### src/rtl/mem_req_ctrl_if.sv
// ---------------------------------------------------------------------------
// mem_req_ctrl_if
// Request/response handshake bundle between a requester and mem_req_ctrl.
//   req_valid/req_ready   : request handshake
//   req_write             : 1 = write, 0 = read
//   req_addr/req_wdata    : request address and write data
//   rsp_valid/rsp_ready   : response handshake
//   rsp_write/rsp_err     : echoed request type, out-of-range flag
//   rsp_rdata             : read data (0 for writes and errors)
// The slave modport is the controller's view; master is the requester's.
// ---------------------------------------------------------------------------
interface mem_req_ctrl_if #(
  parameter int DATA_W = 8,
  parameter int REQ_AW = 8
);
  logic              req_valid;
  logic              req_ready;
  logic              req_write;
  logic [REQ_AW-1:0] req_addr;
  logic [DATA_W-1:0] req_wdata;
  logic              rsp_valid;
  logic              rsp_ready;
  logic              rsp_write;
  logic              rsp_err;
  logic [DATA_W-1:0] rsp_rdata;

  modport slave (
    input  req_valid, req_write, req_addr, req_wdata, rsp_ready,
    output req_ready, rsp_valid, rsp_write, rsp_err, rsp_rdata
  );

  modport master (
    output req_valid, req_write, req_addr, req_wdata, rsp_ready,
    input  req_ready, rsp_valid, rsp_write, rsp_err, rsp_rdata
  );
endinterface

### src/rtl/mem_req_ctrl.sv
// ---------------------------------------------------------------------------
// mem_req_ctrl
// Single-outstanding request controller in front of a small word memory.
// Accepts one read/write request, range-checks the address, sequences the
// memory write/read strobes, captures read data one cycle after the read
// strobe and returns one response, counting completed response handshakes.
// Ports:
//   clk, rst      : clock, synchronous active-high reset
//   bus           : request/response handshake (slave modport)
//   mem_addr      : memory word address (latched)
//   mem_wen/ren   : memory write/read strobes, decoded from state
//   mem_wdata     : memory write data (latched)
//   mem_rdata     : memory read data, valid the cycle after mem_ren
//   txn_count     : completed responses, wrapping
// ---------------------------------------------------------------------------
module mem_req_ctrl #(
  parameter int DATA_W    = 8,
  parameter int MEM_DEPTH = 4,
  parameter int MEM_AW    = 2,
  parameter int REQ_AW    = 8,
  parameter int CNT_W     = 16
) (
  input  logic              clk,
  input  logic              rst,
  mem_req_ctrl_if.slave     bus,
  output logic [MEM_AW-1:0] mem_addr,
  output logic              mem_wen,
  output logic              mem_ren,
  output logic [DATA_W-1:0] mem_wdata,
  input  logic [DATA_W-1:0] mem_rdata,
  output logic [CNT_W-1:0]  txn_count
);

  typedef enum logic [2:0] {IDLE, WR, RD, RD_WAIT, RESP} state_t;

  state_t            state, state_nx;
  logic              write_q;
  logic              err_q;
  logic [MEM_AW-1:0] addr_q;
  logic [DATA_W-1:0] wdata_q;
  logic [DATA_W-1:0] rdata_q;
  logic [CNT_W-1:0]  cnt_q;
  logic              accept;
  logic              addr_bad;
  logic              rsp_done;

  assign accept   = (state == IDLE) && bus.req_valid;
  assign addr_bad = bus.req_addr >= REQ_AW'(MEM_DEPTH);
  assign rsp_done = (state == RESP) && bus.rsp_ready;

  always_ff @(posedge clk) begin
    if (rst) state <= IDLE;
    else     state <= state_nx;
  end

  // Next state. An error request skips the memory entirely and responds
  // straight away; reads take an extra cycle for the memory to update.
  always_comb begin
    state_nx = state;
    case (state)
      IDLE:    if (bus.req_valid) begin
                 if (addr_bad)           state_nx = RESP;
                 else if (bus.req_write) state_nx = WR;
                 else                    state_nx = RD;
               end
      WR:      state_nx = RESP;
      RD:      state_nx = RD_WAIT;
      RD_WAIT: state_nx = RESP;
      RESP:    if (bus.rsp_ready) state_nx = IDLE;
      default: state_nx = IDLE;
    endcase
  end

  // Request latch and response data. rdata is cleared on acceptance so writes
  // and errors respond with 0; it is only loaded at the end of RD_WAIT, after
  // the memory has updated mem_rdata at the end of RD.
  always_ff @(posedge clk) begin
    if (rst) begin
      write_q <= 1'b0;
      err_q   <= 1'b0;
      addr_q  <= '0;
      wdata_q <= '0;
      rdata_q <= '0;
    end else if (accept) begin
      write_q <= bus.req_write;
      err_q   <= addr_bad;
      addr_q  <= bus.req_addr[MEM_AW-1:0];
      wdata_q <= bus.req_wdata;
      rdata_q <= '0;
    end else if (state == RD_WAIT) begin
      rdata_q <= mem_rdata;
    end
  end

  always_ff @(posedge clk) begin
    if (rst)           cnt_q <= '0;
    else if (rsp_done) cnt_q <= cnt_q + CNT_W'(1);
  end

  // Ready is masked by reset so no request can be accepted on a reset edge.
  assign bus.req_ready = (state == IDLE) && !rst;
  assign bus.rsp_valid = (state == RESP);
  assign bus.rsp_write = write_q;
  assign bus.rsp_err   = err_q;
  assign bus.rsp_rdata = rdata_q;

  assign mem_wen   = (state == WR);
  assign mem_ren   = (state == RD);
  assign mem_addr  = addr_q;
  assign mem_wdata = wdata_q;
  assign txn_count = cnt_q;

endmodule

### src/flat_wrapper.sv
// flat-port wrapper written by rule: the top's interface ports become plain ports
module mem_req_ctrl_flat 
#(
  parameter int DATA_W    = 8,
  parameter int MEM_DEPTH = 4,
  parameter int MEM_AW    = 2,
  parameter int REQ_AW    = 8,
  parameter int CNT_W     = 16
)
  (clk, rst, mem_addr, mem_wen, mem_ren, mem_wdata, mem_rdata, txn_count, bus_req_valid, bus_req_write, bus_req_addr, bus_req_wdata, bus_rsp_ready, bus_req_ready, bus_rsp_valid, bus_rsp_write, bus_rsp_err, bus_rsp_rdata);
  mem_req_ctrl_if #(.DATA_W(DATA_W), .REQ_AW(REQ_AW)) bus_i ();
  input  logic clk;
  input  logic rst;
  output logic [MEM_AW-1:0] mem_addr;
  output logic mem_wen;
  output logic mem_ren;
  output logic [DATA_W-1:0] mem_wdata;
  input  logic [DATA_W-1:0] mem_rdata;
  output logic [CNT_W-1:0] txn_count;
  input wire logic [$bits(bus_i.req_valid)-1:0] bus_req_valid;
  input wire logic [$bits(bus_i.req_write)-1:0] bus_req_write;
  input wire logic [$bits(bus_i.req_addr)-1:0] bus_req_addr;
  input wire logic [$bits(bus_i.req_wdata)-1:0] bus_req_wdata;
  input wire logic [$bits(bus_i.rsp_ready)-1:0] bus_rsp_ready;
  output wire logic [$bits(bus_i.req_ready)-1:0] bus_req_ready;
  output wire logic [$bits(bus_i.rsp_valid)-1:0] bus_rsp_valid;
  output wire logic [$bits(bus_i.rsp_write)-1:0] bus_rsp_write;
  output wire logic [$bits(bus_i.rsp_err)-1:0] bus_rsp_err;
  output wire logic [$bits(bus_i.rsp_rdata)-1:0] bus_rsp_rdata;
  assign bus_i.req_valid = bus_req_valid;
  assign bus_i.req_write = bus_req_write;
  assign bus_i.req_addr = bus_req_addr;
  assign bus_i.req_wdata = bus_req_wdata;
  assign bus_i.rsp_ready = bus_rsp_ready;
  assign bus_req_ready = bus_i.req_ready;
  assign bus_rsp_valid = bus_i.rsp_valid;
  assign bus_rsp_write = bus_i.rsp_write;
  assign bus_rsp_err = bus_i.rsp_err;
  assign bus_rsp_rdata = bus_i.rsp_rdata;
  mem_req_ctrl #(.DATA_W(DATA_W), .MEM_DEPTH(MEM_DEPTH), .MEM_AW(MEM_AW), .REQ_AW(REQ_AW), .CNT_W(CNT_W)) u_core (.clk(clk), .rst(rst), .bus(bus_i), .mem_addr(mem_addr), .mem_wen(mem_wen), .mem_ren(mem_ren), .mem_wdata(mem_wdata), .mem_rdata(mem_rdata), .txn_count(txn_count));
endmodule
### config.mk
export PLATFORM = sky130hd
export DESIGN_NAME = mem_req_ctrl_flat
export DESIGN_NICKNAME = d
export VERILOG_FILES = /design/src/rtl/mem_req_ctrl_if.sv /design/src/rtl/mem_req_ctrl.sv /design/src/flat_wrapper.sv
export SDC_FILE = /design/constraint.sdc
export NUM_CORES = 1
export LEC_CHECK = 0
export ABC_AREA = 0
export CORE_MARGIN = 2
export CORE_UTILIZATION = 45
export CTS_BUF_LIST = sky130_fd_sc_hd__clkbuf_16
export CTS_CLUSTER_SIZE = 8
export DETAILED_ROUTE_END_ITERATION = 16
export GPL_TIMING_DRIVEN = 1
export PLACE_DENSITY = 0.84
export SYNTH_ARGS = -nofsm -noshare
export SYNTH_HDL_FRONTEND = slang
export SYNTH_SLANG_ARGS = --single-unit
### constraint.sdc
create_clock -name clk -period 3 [get_ports clk]
set_clock_uncertainty 0.2 [all_clocks]
set_input_delay 0.6 -clock clk [delete_from_list [all_inputs] [get_ports clk]]
set_output_delay 0.6 -clock clk [all_outputs]
set_load 0.05 [all_outputs]
==> impl_metrics.json <==
{
  "status": "completed",
  "synth_fp_nets": 225,
  "routed_wl_um": 3980,
  "placement_rows": 22,
  "yosysTopAreaCell": "dfxtp_1",
  "fmax_mhz": 363,
  "p_leak_uw": 0.000962,
  "netSwitchingFraction_pct": 27.9,
  "clockPowerShare_pct": 41.5,
  "post_cts_buffers": 0,
  "synth_edf_count": 0,
  "power.switching_uw": 455,
  "n_antenna_cell": 0,
  "min_period_ns": 2.75,
  "drtPass1Iterations": 4,
  "routed-wl-met2_um": 1920,
  "worst_slew_pin_slew_ns": 0.524,
  "final_antenna_net_count": 0,
  "drv_cap": 0,
  "yosys.area_share.xor_xnor_pct": 4.73,
  "powerDensity_nw_per_um2": 628,
  "postLayoutCoreUtil_pct": 71.8,
  "rsz0062_at_grt": "no",
  "grt_max_degree": 33,
  "die_area_um2": 4210,
  "drt-met1-wl_um": 1740,
  "cts_tree": "yes",
  "ys_seq_area_share_pct": 46.8,
  "mostFrequentLayoutCells": "clkdlybuf4s50_1, dfxtp_1, nand2_1, nor2_1, a21oi_1",
  "grt_first_pass_wirelength_um": 6720,
  "start_util_pct": 46.3,
  "vias_per_cell": 5.10,
  "wl_met3_um": 253,
  "overflow": 0,
  "cts_hold_buf": 0,
  "synth_top_area_share_pct": 46.8,
  "p_seq_share_pct": 36.2,
  "port_buffers": 68,
  "track_usage_pct": 20.8,
  "p_int_uw": 1170,
  "synth_mux_area_share_pct": 4.80,
  "dpl.hpwl_um": 2760,
  "drtIter0Drc": 80,
  "synth_compound_area_share_pct": 10.7,
  "critPathArrivalTime_ns": 1.95,
  "ios": 69,
  "die_w_um": 64.9,
  "wl_per_cell_um": 12.8,
  "core-area_um2": 3610,
  "tns_ns": 0,
  "antenna_found_initial": 0,
  "synthFlopType": "dfxtp_1",
  "end_kind": "output pin",
  "cp_max_fo": 12,
  "layout-drive-gt1-share_pct": 5.34,
  "vias": 1582,
  "cts_buffers": 5,
  "highest_layer": "met4",
  "cts_sinks": 39,
  "final_nets": 291,
  "maxSlewHeadroom_pct": 64.9,
  "grt_pass1_vias": 1516,
  "synth_top_family_by_area": "simple AND/OR/NAND/NOR gates",
  "finalSetupViolCount": 0,
  "syn_area_per_cell_um2": 8.55,
  "timing.final.hold_violations": 0,
  "power_uw": 1630,
  "cts_resized": 0,
  "cp-start-kind": "flip-flop",
  "synth_seq_cells": 39,
  "synth_area_um2": 1670,
  "cts_buffer_depth": 2,
  "gp_congestion": 0.818,
  "irDropWorstVdd_v": 0.000395,
  "pwr-share-comb_pct": 22.3,
  "die_h_um": 64.9,
  "synth_cells": 195,
  "synthAdderAreaFrac_pct": 0.750,
  "timing.final.crit_share_pct": 91.8,
  "worstSetupPathType": "flip-flop to output pin",
  "synth-simple-area-share_pct": 28.9,
  "drcViolationCount": 0,
  "synthTopCellsByArea": "dfxtp_1, nand2_1, a21oi_1",
  "mostFrequentLayoutCell": "clkdlybuf4s50_1",
  "hold_class": "flip-flop to flip-flop",
  "htree_levels": 2,
  "yosys_warnings": 0,
  "critPathRequiredTime_ns": 2.20,
  "synthArstFlopShare_pct": 0,
  "slew_violations": 0,
  "root_buffer": "clkbuf_16",
  "clk_pin_slew_ns": 0.06,
  "clk_latency_ns": 0.28,
  "synth.distinct_cells": 35,
  "syn2layout_area_growth_pct": 55.2
}
power groups by stage:
| stage | logic, uW | clock network (uW) | registers (uW) |
|---|---|---|---|
| 2_1_floorplan | 167 | 0 | 657 |
| 3_3_place_gp | 359 | 0 | 596 |
| 3_5_place_dp | 362 | 0 | 598 |
| 4_1_cts | 365 | 687 | 589 |
| 5_1_grt | 390 | 716 | 595 |
| 6_report | 362 | 676 | 589 |
state kept, by name, indices dropped and copies added (netlist names):
register / flops
u_core.txn_count: 16
u_core.bus.rsp_rdata: 8
u_core.mem_wdata: 8
u_core.state: 3
u_core.mem_addr: 2
u_core.bus.rsp_err: 1
u_core.bus.rsp_write: 1
layer usage:
layer | track usage [%] | vias up
li1 | - | 809
met4 | 7.18 | 0
met5 | 0 | -
met2 | 35.3 | 45
met3 | 7.64 | 7
met1 | 24.0 | 721
cell usage after synthesis (all sizes together) (2+ instances only):
cell / n
nand2b: 4
nand3: 5
mux2i: 8
nor3: 4
inv: 2
xnor2: 5
nand4b: 2
nand4: 4
o21ai: 6
nor4: 3
a211oi: 2
or3: 4
clkbuf: 10
and4: 2
nor3b: 2
buf: 2
dfxtp: 39
xor2: 4
nor2: 22
or4: 2
a21oi: 19
nand2: 30
and3: 2
o21a: 2
cell type report:
type | instances | area (um2)
clock buffers | 5 | 125
clock inverters | 3 | 63.8
well taps | 48 | 60.1
fillers | 296 | 1020
multi-input cells | 142 | 838
repair buffers | 71 | 713
inverters | 2 | 7.51
flip-flops and latches | 39 | 781
cell families after synthesis:
kind of cell	count (synthesis)
AOI/OAI and AO/OA	32
xor gates and xnor gates	9
adders and majority gates	1
buffers and inverters	14
DFF	39
muxes	8
and+or+nand+nor	92
worst max-delay path, cell delays in order (launching register included):
cell and delay [ns]:
dfxtp_1 0.59, nand2b_1 0.15, nor2_1 0.12, clkdlybuf4s50_1 0.81
metrics by stage:
| stage | hold WS (ns) | cells | setup WS [ns] | area, um2 |
|---|---|---|---|---|
| after detailed placement | 0.249 | 302 | 0.337 | 2400 |
| after CTS | 0.256 | 310 | 0.249 | 2590 |
| after global placement | 0.241 | 302 | 0.339 | 2400 |
| after global routing | 0.295 | 310 | 0.128 | 2590 |
| final | 0.254 | 310 | 0.247 | 2590 |
| after floorplan | 0.436 | 195 | 0.373 | 1670 |
path summary, 6_finish.rpt:
path,from,depth (start not counted),endpoint,slack [ns]
worst max-delay path,u_core.state[0],3,mem_wen,0.25
worst min-delay path,u_core.mem_wdata[2],2,u_core.mem_wdata[2],0.25
worst max register to register,u_core.state[2],4,u_core.txn_count[15],0.88
worst min register to register,u_core.mem_wdata[2],2,u_core.mem_wdata[2],0.25
(Power assumes the default switching activity.)
